<file path="src/rtl/tetris_pkg.sv">
// Shared playfield geometry, colour-index type and piece palette for the
// tile renderer and the next-piece preview.
package tetris_pkg;

  localparam int CELL_PX    = 24;
  localparam int BOARD_COLS = 10;
  localparam int BOARD_ROWS = 20;
  localparam int BOARD_COL0 = 7;

  localparam logic [11:0] BG_RGB_DEFAULT = 12'h112;
  localparam logic [11:0] GRID_RGB       = 12'h333;

  typedef logic [2:0] color_idx_t;

  // Piece colours, indexed 1..7 in the order I, O, T, S, Z, J, L.
  localparam logic [11:0] PAL_I = 12'h0FF;
  localparam logic [11:0] PAL_O = 12'hFF0;
  localparam logic [11:0] PAL_T = 12'hA0F;
  localparam logic [11:0] PAL_S = 12'h0F0;
  localparam logic [11:0] PAL_Z = 12'hF00;
  localparam logic [11:0] PAL_J = 12'h00F;
  localparam logic [11:0] PAL_L = 12'hF80;

  function automatic logic [11:0] bevel_rgb(input logic [11:0] c);
    return {1'b0, c[11:9], 1'b0, c[7:5], 1'b0, c[3:1]};
  endfunction

endpackage

</file>
<file path="src/rtl/tile_palette.sv">
// Combinational colour-index to RGB lookup; bevel halves each channel.
// Also used by the next-piece preview.
module tile_palette
  import tetris_pkg::*;
(
  input  color_idx_t  idx,
  input  logic        bevel,
  output logic [11:0] rgb
);

  logic [11:0] base;

  always_comb begin
    case (idx)
      3'd1:    base = PAL_I;
      3'd2:    base = PAL_O;
      3'd3:    base = PAL_T;
      3'd4:    base = PAL_S;
      3'd5:    base = PAL_Z;
      3'd6:    base = PAL_J;
      3'd7:    base = PAL_L;
      default: base = 12'h000;
    endcase
    rgb = bevel ? bevel_rgb(base) : base;
  end

endmodule

</file>
<file path="src/rtl/tile_pixel_pipe.sv">
// Three-stage block-coordinate to RGB pipeline with matching sync delay.
// Define TILE_GRID_EN to draw grid lines on the edges of empty cells.
module tile_pixel_pipe
  import tetris_pkg::*;
#(
  parameter logic [11:0] BG_RGB = BG_RGB_DEFAULT
) (
  input  logic        clk,
  input  logic        reset,
  input  logic [4:0]  h_blkid,
  input  logic [5:0]  h_offset,
  input  logic [4:0]  v_blkid,
  input  logic [5:0]  v_offset,
  input  logic        in_active,
  input  logic        in_hsync,
  input  logic        in_vsync,
  output logic        cell_rd_en,
  output logic [7:0]  cell_addr,
  input  logic [2:0]  cell_data,
  output logic [11:0] rgb,
  output logic        out_active,
  output logic        out_hsync,
  output logic        out_vsync,
  output logic        frame_tick
);

  logic        in_board, in_edge;
  logic [7:0]  addr_next;

  logic        s0_board, s0_edge, s0_active, s0_hsync, s0_vsync;
  color_idx_t  s1_idx;
  logic        s1_board, s1_edge, s1_active, s1_hsync, s1_vsync;
  logic [11:0] pal_rgb, rgb_next;

  always_comb begin
    in_board  = in_active
             && (h_blkid >= 5'(BOARD_COL0))
             && (h_blkid <= 5'(BOARD_COL0 + BOARD_COLS - 1))
             && (v_blkid <  5'(BOARD_ROWS));
    in_edge   = (h_offset == 6'd0) || (h_offset == 6'(CELL_PX - 1))
             || (v_offset == 6'd0) || (v_offset == 6'(CELL_PX - 1));
    addr_next = 8'(v_blkid) * 8'(BOARD_COLS) + 8'(h_blkid) - 8'(BOARD_COL0);
  end

  always_ff @(posedge clk or posedge reset) begin
    if (reset) begin
      cell_rd_en <= 1'b0;
      cell_addr  <= 8'd0;
      s0_board   <= 1'b0;
      s0_edge    <= 1'b0;
      s0_active  <= 1'b0;
      s0_hsync   <= 1'b1;
      s0_vsync   <= 1'b1;
    end else begin
      cell_rd_en <= in_board;
      if (in_board)
        cell_addr <= addr_next;
      s0_board   <= in_board;
      s0_edge    <= in_edge;
      s0_active  <= in_active;
      s0_hsync   <= in_hsync;
      s0_vsync   <= in_vsync;
    end
  end

  // Off-board reads are never issued, so whatever the bus carries is ignored.
  always_ff @(posedge clk or posedge reset) begin
    if (reset) begin
      s1_idx    <= '0;
      s1_board  <= 1'b0;
      s1_edge   <= 1'b0;
      s1_active <= 1'b0;
      s1_hsync  <= 1'b1;
      s1_vsync  <= 1'b1;
    end else begin
      s1_idx    <= s0_board ? cell_data : 3'd0;
      s1_board  <= s0_board;
      s1_edge   <= s0_edge;
      s1_active <= s0_active;
      s1_hsync  <= s0_hsync;
      s1_vsync  <= s0_vsync;
    end
  end

  tile_palette u_palette (
    .idx   (s1_idx),
    .bevel (s1_edge),
    .rgb   (pal_rgb)
  );

  always_comb begin
    rgb_next = 12'h000;
    if (!s1_active)
      rgb_next = 12'h000;
    else if (!s1_board)
      rgb_next = BG_RGB;
    else if (s1_idx == 3'd0) begin
`ifdef TILE_GRID_EN
      rgb_next = s1_edge ? GRID_RGB : 12'h000;
`else
      rgb_next = 12'h000;
`endif
    end else
      rgb_next = pal_rgb;
  end

  // out_vsync doubles as the vsync edge register, so frame_tick lines up with it.
  always_ff @(posedge clk or posedge reset) begin
    if (reset) begin
      rgb        <= 12'h000;
      out_active <= 1'b0;
      out_hsync  <= 1'b1;
      out_vsync  <= 1'b1;
      frame_tick <= 1'b0;
    end else begin
      rgb        <= rgb_next;
      out_active <= s1_active;
      out_hsync  <= s1_hsync;
      out_vsync  <= s1_vsync;
      frame_tick <= out_vsync & ~s1_vsync;
    end
  end

endmodule

</file>
<file path="config.mk">
export PLATFORM = sky130hd
export DESIGN_NAME = tile_pixel_pipe
export DESIGN_NICKNAME = d
export VERILOG_FILES = /design/src/rtl/tetris_pkg.sv /design/src/rtl/tile_palette.sv /design/src/rtl/tile_pixel_pipe.sv
export SDC_FILE = /design/constraint.sdc
export NUM_CORES = 1
export LEC_CHECK = 0
export BUFFER_PORTS_ARGS = -buffer_cell sky130_fd_sc_hd__buf_2
export CAP_MARGIN = 20
export CORE_ASPECT_RATIO = 1.2
export CORE_MARGIN = 1.5
export CORE_UTILIZATION = 40
export DETAILED_ROUTE_END_ITERATION = 16
export PLACE_DENSITY = 0.7
export SYNTH_ARGS = -nofsm -noshare
export SYNTH_HDL_FRONTEND = slang
export SYNTH_HIERARCHICAL = 1
export SYNTH_SLANG_ARGS = --single-unit
</file>
<file path="constraint.sdc">
create_clock -name clk -period 1.9 [get_ports clk]
set_input_delay 0.095 -clock clk [delete_from_list [all_inputs] [get_ports clk]]
set_output_delay 0.095 -clock clk [all_outputs]
set_load 0.01 [all_outputs]
</file>
==> results of run 1 <==
-- path summary, 6_finish.rpt --
kind | cells after the start | endpoint | startpoint
hold reg to reg | 0 | s1_active$_DFF_PP0_ | s0_active$_DFF_PP0_
min in group asynchronous | 4 | cell_addr[5]$_DFFE_PP0P_ | reset
max in group asynchronous | 4 | out_vsync$_DFF_PP1_ | reset
hold / removal | 2 | s1_idx[2]$_DFF_PP0_ | cell_data[2]
setup / recovery | 10 | cell_addr[6]$_DFFE_PP0P_ | v_blkid[1]
setup reg to reg | 3 | rgb[0]$_DFF_PP0_ | s1_idx[1]$_DFF_PP0_
-- stage by stage --
step | hold WS [ps] | util
2_1_floorplan | 99.5 | -
3_3_place_gp | 204 | 0.516
3_5_place_dp | 203 | 0.516
4_1_cts | 10.2 | 0.542
5_1_grt | 12.9 | 0.550
6_report | 21.5 | 0.550
-- cell usage in the layout (no fill, tap or decap), drive strengths merged, types with 3 or more instances in the layout --
cell type | synthesis | layout
dlygate4sd3 | 0 | 4
nand2 | 15 | 15
dfrtp | 31 | 31
inv | 14 | 14
and2 | 13 | 13
nor2 | 3 | 3
dfstp | 6 | 6
nand4 | 4 | 4
a21oi | 8 | 8
ha | 16 | 16
a21o | 3 | 3
o21ai | 11 | 11
a21boi | 3 | 3
clkbuf | 1 | 6
xnor2 | 5 | 5
xor2 | 4 | 4
buf | 6 | 71
-- worst reg2reg max path, delay by kind of cell, from the launching register on --
family | cells | cell delay [ps]
AND/OR/NAND/NOR | 3 | 910
flip-flops | 1 | 470
-- cells by family (layout without fill, tap and decap cells) --
| family | Yosys count | in the layout |
|---|---|---|
| DFF | 37 | 37 |
| AOI/OAI and AO/OA | 33 | 33 |
| and+or+nand+nor | 44 | 44 |
| xor gates and xnor gates | 9 | 9 |
| adders and majority gates | 18 | 18 |
| muxes | 3 | 3 |
| buffers and inverters | 21 | 97 |
-- power groups by stage --
stage | registers, mW | logic, mW | clock network, mW
detailed placement | 0.940 | 0.622 | 0
floorplan | 0.973 | 0.347 | 0
CTS | 0.926 | 0.630 | 0.525
finish | 0.924 | 0.640 | 0.504
global placement | 0.937 | 0.604 | 0
global route | 0.937 | 0.716 | 0.567
-- area by class of cell --
type | count | area, µm²
flip-flops and latches | 37 | 933
multi-input cells | 107 | 923
clock buffers | 6 | 72.6
inverters | 14 | 52.6
fillers | 427 | 2050
clock inverters | 2 | 10.0
repair buffers | 75 | 444
well taps | 58 | 72.6
-- repair_timing --
action | CTS | global route
hold endpoints to repair | 34 | 0
gates resized for setup | 0 | 5
endpoints found under the setup margin | 0 | 1
buffers inserted | 0 | 1
hold buffers | 4 | 0
-- per-layer routing --
layer  GRT usage  part of all wire
met1       0.136              0.38
met2       0.267              0.55
met3      0.0272             0.043
met4      0.0792             0.029
met5           0                 0
==> impl_metrics.py, run 1 <==
metrics = {
    "job": {
        "max_cap_violations": 0,
    },
    "cells_and_area": {
        "drive_above_1_share": 0.432,
        "regMostFlops": "rgb",
        "num_antenna_cells": 0,
        "num-nets-final": 288,
        "fin_cells": 299,
        "largestRegisters": "rgb x12, cell_addr x8, s1_idx x3",
        "syn_to_final_growth_pct": 32.6,
        "design_area_um2": 2510,
        "largest_register_ffs": 12,
    },
    "synth": {
        "synth_cells": 165,
        "syn-num-nets": 213,
        "ys_ff_latch": 37,
        "synth_cell_type_count": 38,
        "synthAdderAreaFrac": 0.127,
        "synth.area.top_cells": "dfrtp_1, ha_1, dfstp_2, and2_1, nand2_1",
        "synth_top_family_by_area": "simple AND/OR/NAND/NOR gates",
        "synth_area_per_cell_um2": 11.5,
        "synth_compound_area_frac": 0.122,
        "synth.largest_area_cell": "dfrtp_1",
        "synth_simple_gate_area_share": 0.134,
        "yosysMostFrequentCell": "dfrtp_1",
        "synthMuxAreaShare": 0.0212,
        "yosysWarnings": 6,
        "synth_xor_area_frac": 0.0456,
        "synth_top_area_frac": 0.410,
        "synth_commonest_cells": "dfrtp_1, ha_1, nand2_1, inv_1, and2_1",
        "synth.yosys.seq_area_share": 0.493,
        "ys.flop_type": "dfrtp_1",
        "synth_edf_count": 0,
        "async_flop_share": 1.00,
        "synthesis.area_um2": 1890,
    },
    "place": {
        "postPlaceCellArea_um2": 2350,
        "portBuffers": 54,
        "place_congestion": 0.828,
        "place_inst": 286,
        "pre_cts_slack_ps": -239,
        "hpwl_um": 2530,
    },
    "clocking": {
        "cts.reportedPaths.clkPinSlew_ps": 70,
        "clock_latency_ps": 280,
        "cts_tree": "done",
        "cts.sinks": 37,
        "root_buffer": "clkbuf_8",
        "clock_path_buffers": 2,
        "cts_buffers": 5,
        "cts-htree-levels": 2,
    },
    "timing": {
        "period_share": 0.921,
        "tightest_slew_ps": 422,
        "post-route-min-period_ps": 1750,
        "report.final.slew_viol_count": 0,
        "slew-limit-headroom": 0.716,
        "hold_viol_final": 0,
        "setup_viol_count_final": 0,
        "max_freq_mhz": 571,
        "setup_tns_ps": 0,
        "grt_setup_unrepaired": "false",
        "fin_skew_ps": 3.93,
        "layout_setup_ws_ps": 150,
    },
    "worst_setup_path": {
        "cp_num_buf_inv": 3,
        "crit_type": "in2reg",
        "worstPathArrival_ps": 1910,
        "startpoint_type": "input pin",
        "path_delay_family": "adder cells",
        "cp_slowest_cell": "fa_1",
        "end_kind": "flip-flop",
        "crit_required_ps": 2060,
        "crit_fanout": 2,
        "path_common_cell": "ha_4",
        "path_cells": "buf_2 > ha_4 > ha_4 > fa_1 > inv_2 > ha_4 > buf_4 > a21oi_1 > xor2_1 > o21ai_1",
        "max_stage_delay_ps": 520,
        "worst-r2r-setup-slack_ps": 410,
    },
    "pwr": {
        "p_sw_frac": 0.288,
        "power_density_nw_per_um2": 824,
        "p_sw_mw": 0.596,
        "power.leakage_nw": 1.30,
        "p_comb_frac": 0.309,
        "power.internal_mw": 1.47,
        "clkPwrFrac": 0.244,
        "pwr-share-seq": 0.447,
        "irDropWorstVdd_uv": 353,
        "power_mw": 2.07,
    },
    "global_route": {
        "gr-usage-all-layers": 0.140,
        "grt_overflow": 0,
        "antenna_found_initial": 0,
        "grt_start_max_net_pins": 38,
        "grt_pass1_wl_um": 5610,
        "grt_pass1_vias": 1384,
    },
    "floorplan": {
        "ios": 55,
        "die_y_um": 78.3,
        "die-width_um": 65.8,
        "rows": 27,
        "dieArea_um2": 5150,
        "core-area_um2": 4560,
        "initial_utilization": 0.415,
    },
    "min_path": {
        "min_path_type": "in2reg",
    },
    "route": {
        "final_antenna_net_count": 0,
        "drc_errors": 0,
        "drt_iter0_drc": 33,
        "dr.pass1.iters": 4,
        "drt_wl_total_um": 3140,
        "via_count": 1382,
        "drt-wirelength-per-cell_um": 10.5,
        "vias_per_cell": 4.62,
    },
    "status": {
        "status": "finished clean",
    },
}
(Power assumes the default switching activity.)
==> run 2, diff against run 1 <==
CORE_UTILIZATION = 25   (was 40)
PLACE_DENSITY = default   (was 0.7)
PLACE_DENSITY_LB_ADDON = 0.15   (was default)
==> impl_metrics.py, run 2 (synthesis results as in run 1) <==
metrics = {
    "cells_and_area": {
        "syn_to_final_growth_pct": 34.7,
        "layout_commonest_cell": "buf_2",
        "fin_cells": 332,
        "largestRegisters": "rgb x12, cell_addr x8, s1_idx x3",
        "largest_register_ffs": 12,
        "num-fill-cells": 751,
        "regMostFlops": "rgb",
        "num_antenna_cells": 0,
        "drive_above_1_share": 0.421,
        "final_cell_mix": "buf_2, dfrtp_1, buf_4",
        "num-nets-final": 289,
    },
    "timing": {
        "grt_setup_unrepaired": "false",
        "tightest_slew_ps": 442,
        "post-route-min-period_ps": 1800,
        "setup_tns_ps": 0,
        "fin_skew_ps": 6.74,
        "max_freq_mhz": 554,
        "hold_viol_final": 0,
        "report.final.slew_viol_count": 0,
        "setup_viol_count_final": 0,
        "period_share": 0.949,
        "slew-limit-headroom": 0.705,
    },
    "status": {
        "status": "finished clean",
    },
    "route": {
        "vias_per_cell": 4.14,
        "drt_wl_total_um": 3460,
        "via_count": 1376,
        "final_antenna_net_count": 0,
        "drc_errors": 0,
        "drt_iter0_drc": 6,
        "dr.pass1.iters": 4,
        "drt-wirelength-per-cell_um": 10.4,
    },
    "clocking": {
        "cts_tree": "done",
        "clock_path_buffers": 2,
        "root_buffer": "clkbuf_8",
        "cts.reportedPaths.clkPinSlew_ps": 70,
        "cts_buffers": 5,
        "clock_latency_ps": 270,
        "cts-htree-levels": 2,
        "cts.sinks": 37,
        "cts_setup_buffers": 0,
    },
    "worst_setup_path": {
        "crit_fanout": 2,
        "endpoint": "cell_addr[7]$_DFFE_PP0P_",
        "max_stage_delay_ps": 520,
        "reg2reg_depth": 3,
        "path_common_cell": "ha_4",
        "startpoint_type": "input pin",
        "end_kind": "flip-flop",
        "crit_type": "in2reg",
        "cp_slowest_cell": "fa_1",
        "worstPathArrival_ps": 1970,
        "crit_required_ps": 2070,
        "worst-r2r-setup-slack_ps": 400,
        "critPathLaunch": "v_blkid[1]",
        "path_cells": "buf_2 > ha_4 > ha_4 > fa_1 > inv_2 > ha_4 > o21ai_1 > o21bai_1 > a21oi_1 > xnor2_1 > o21ai_2",
        "reg2reg_from": "s1_idx[1]$_DFF_PP0_",
        "r2r_end": "rgb[3]$_DFF_PP0_",
    },
    "floorplan": {
        "die_y_um": 98.3,
        "die-width_um": 82.4,
        "initial_utilization": 0.260,
        "rows": 34,
        "core-area_um2": 7270,
        "dieArea_um2": 8100,
        "ios": 55,
    },
    "global_route": {
        "grt_start_max_net_pins": 38,
        "grt_pass1_vias": 1427,
        "gr-usage-all-layers": 0.100,
        "grt_pass1_wl_um": 6180,
        "antenna_found_initial": 0,
        "grt_overflow": 0,
    },
    "pwr": {
        "power_density_nw_per_um2": 817,
        "power_mw": 2.08,
        "power.leakage_nw": 1.30,
        "irDropWorstVdd_uv": 407,
    },
    "min_path": {
        "holdPathStages": 2,
        "min_path_type": "in2reg",
    },
    "place": {
        "place_inst": 320,
        "hpwl_um": 2850,
        "place_congestion": 0.727,
        "portBuffers": 54,
    },
    "job": {
        "max_cap_violations": 0,
    },
}
==> run 2: changes by cell type in the layout (fill, tap and decap cells not counted) <==
| cell | change |
|---|---|
| a211oi_1 | +1 |
| a211oi_2 | -1 |
| buf_2 | +1 |
| buf_4 | +1 |
| buf_6 | -1 |
| clkbuf_1 | +1 |
| clkbuf_8 | +1 |
| clkinv_2 | -2 |
| o21ai_1 | +1 |
| o21ai_2 | -1 |
==> run 2: what timing repair did <==
item	CTS	global route
setup endpoints to repair	0	1
hold buffers	4	0
hold endpoints to repair	34	0
resized for setup	0	1
==> run 2: power breakdown <==
| group | leakage (nW) | internal, mW | switching (mW) |
|---|---|---|---|
| sequential | 0.467 | 0.879 | 0.0478 |
| combinational | 0.790 | 0.325 | 0.291 |
| clock | 0.0455 | 0.296 | 0.244 |
==> run 2: area by class of cell <==
| type | instances | area (µm²) | share of cell area |
|---|---|---|---|
| Inverter | 14 | 52.6 | 0.0206 |
| Multi-Input combinational cell | 107 | 915 | 0.359 |
| Tap cell | 90 | 113 | 0.0442 |
| Sequential cell | 37 | 933 | 0.366 |
| Clock buffer | 8 | 90.1 | 0.0353 |
| Timing Repair Buffer | 76 | 445 | 0.175 |
==> run 2: per-stage QoR <==
step	util	hold slack [ps]	area [µm²]	setup WS [ps]
after floorplan	-	99.5	1940	-28.9
after global placement	0.331	203	2410	-215
after detailed placement	0.331	205	2410	-240
after CTS	0.349	19.8	2540	63.1
after global routing	0.350	15.1	2550	3.30
final	0.350	30.2	2550	96.5
==> run 2: worst max-delay path, delay by kind of cell <==
kind	cells	cell delay, ps
AO/OA/AOI/OAI	4	350
buffers and inverters	2	170
XOR/XNOR	1	190
adder cells (fa/ha/maj)	4	1170
==> run 2: layer usage <==
metal | GRT usage | wire length, µm | vias to the layer above
li1 | - | - | 704
met3 | 0.0280 | 155 | 2
met2 | 0.175 | 1870 | 33
met5 | 0 | 0 | -
met1 | 0.108 | 1380 | 637
met4 | 0.0456 | 51 | 0
==> run 2: worst min path at each step <==
stage	start	to	slack, ps
6_report	cell_data[0]	s1_idx[0]$_DFF_PP0_	30
5_1_grt	cell_data[2]	s1_idx[2]$_DFF_PP0_	20
4_1_cts	cell_data[0]	s1_idx[0]$_DFF_PP0_	20
3_5_place_dp	in_hsync	s0_hsync$_DFF_PP1_	210
3_3_place_gp	in_vsync	s0_vsync$_DFF_PP1_	200
2_1_floorplan	in_hsync	s0_hsync$_DFF_PP1_	100
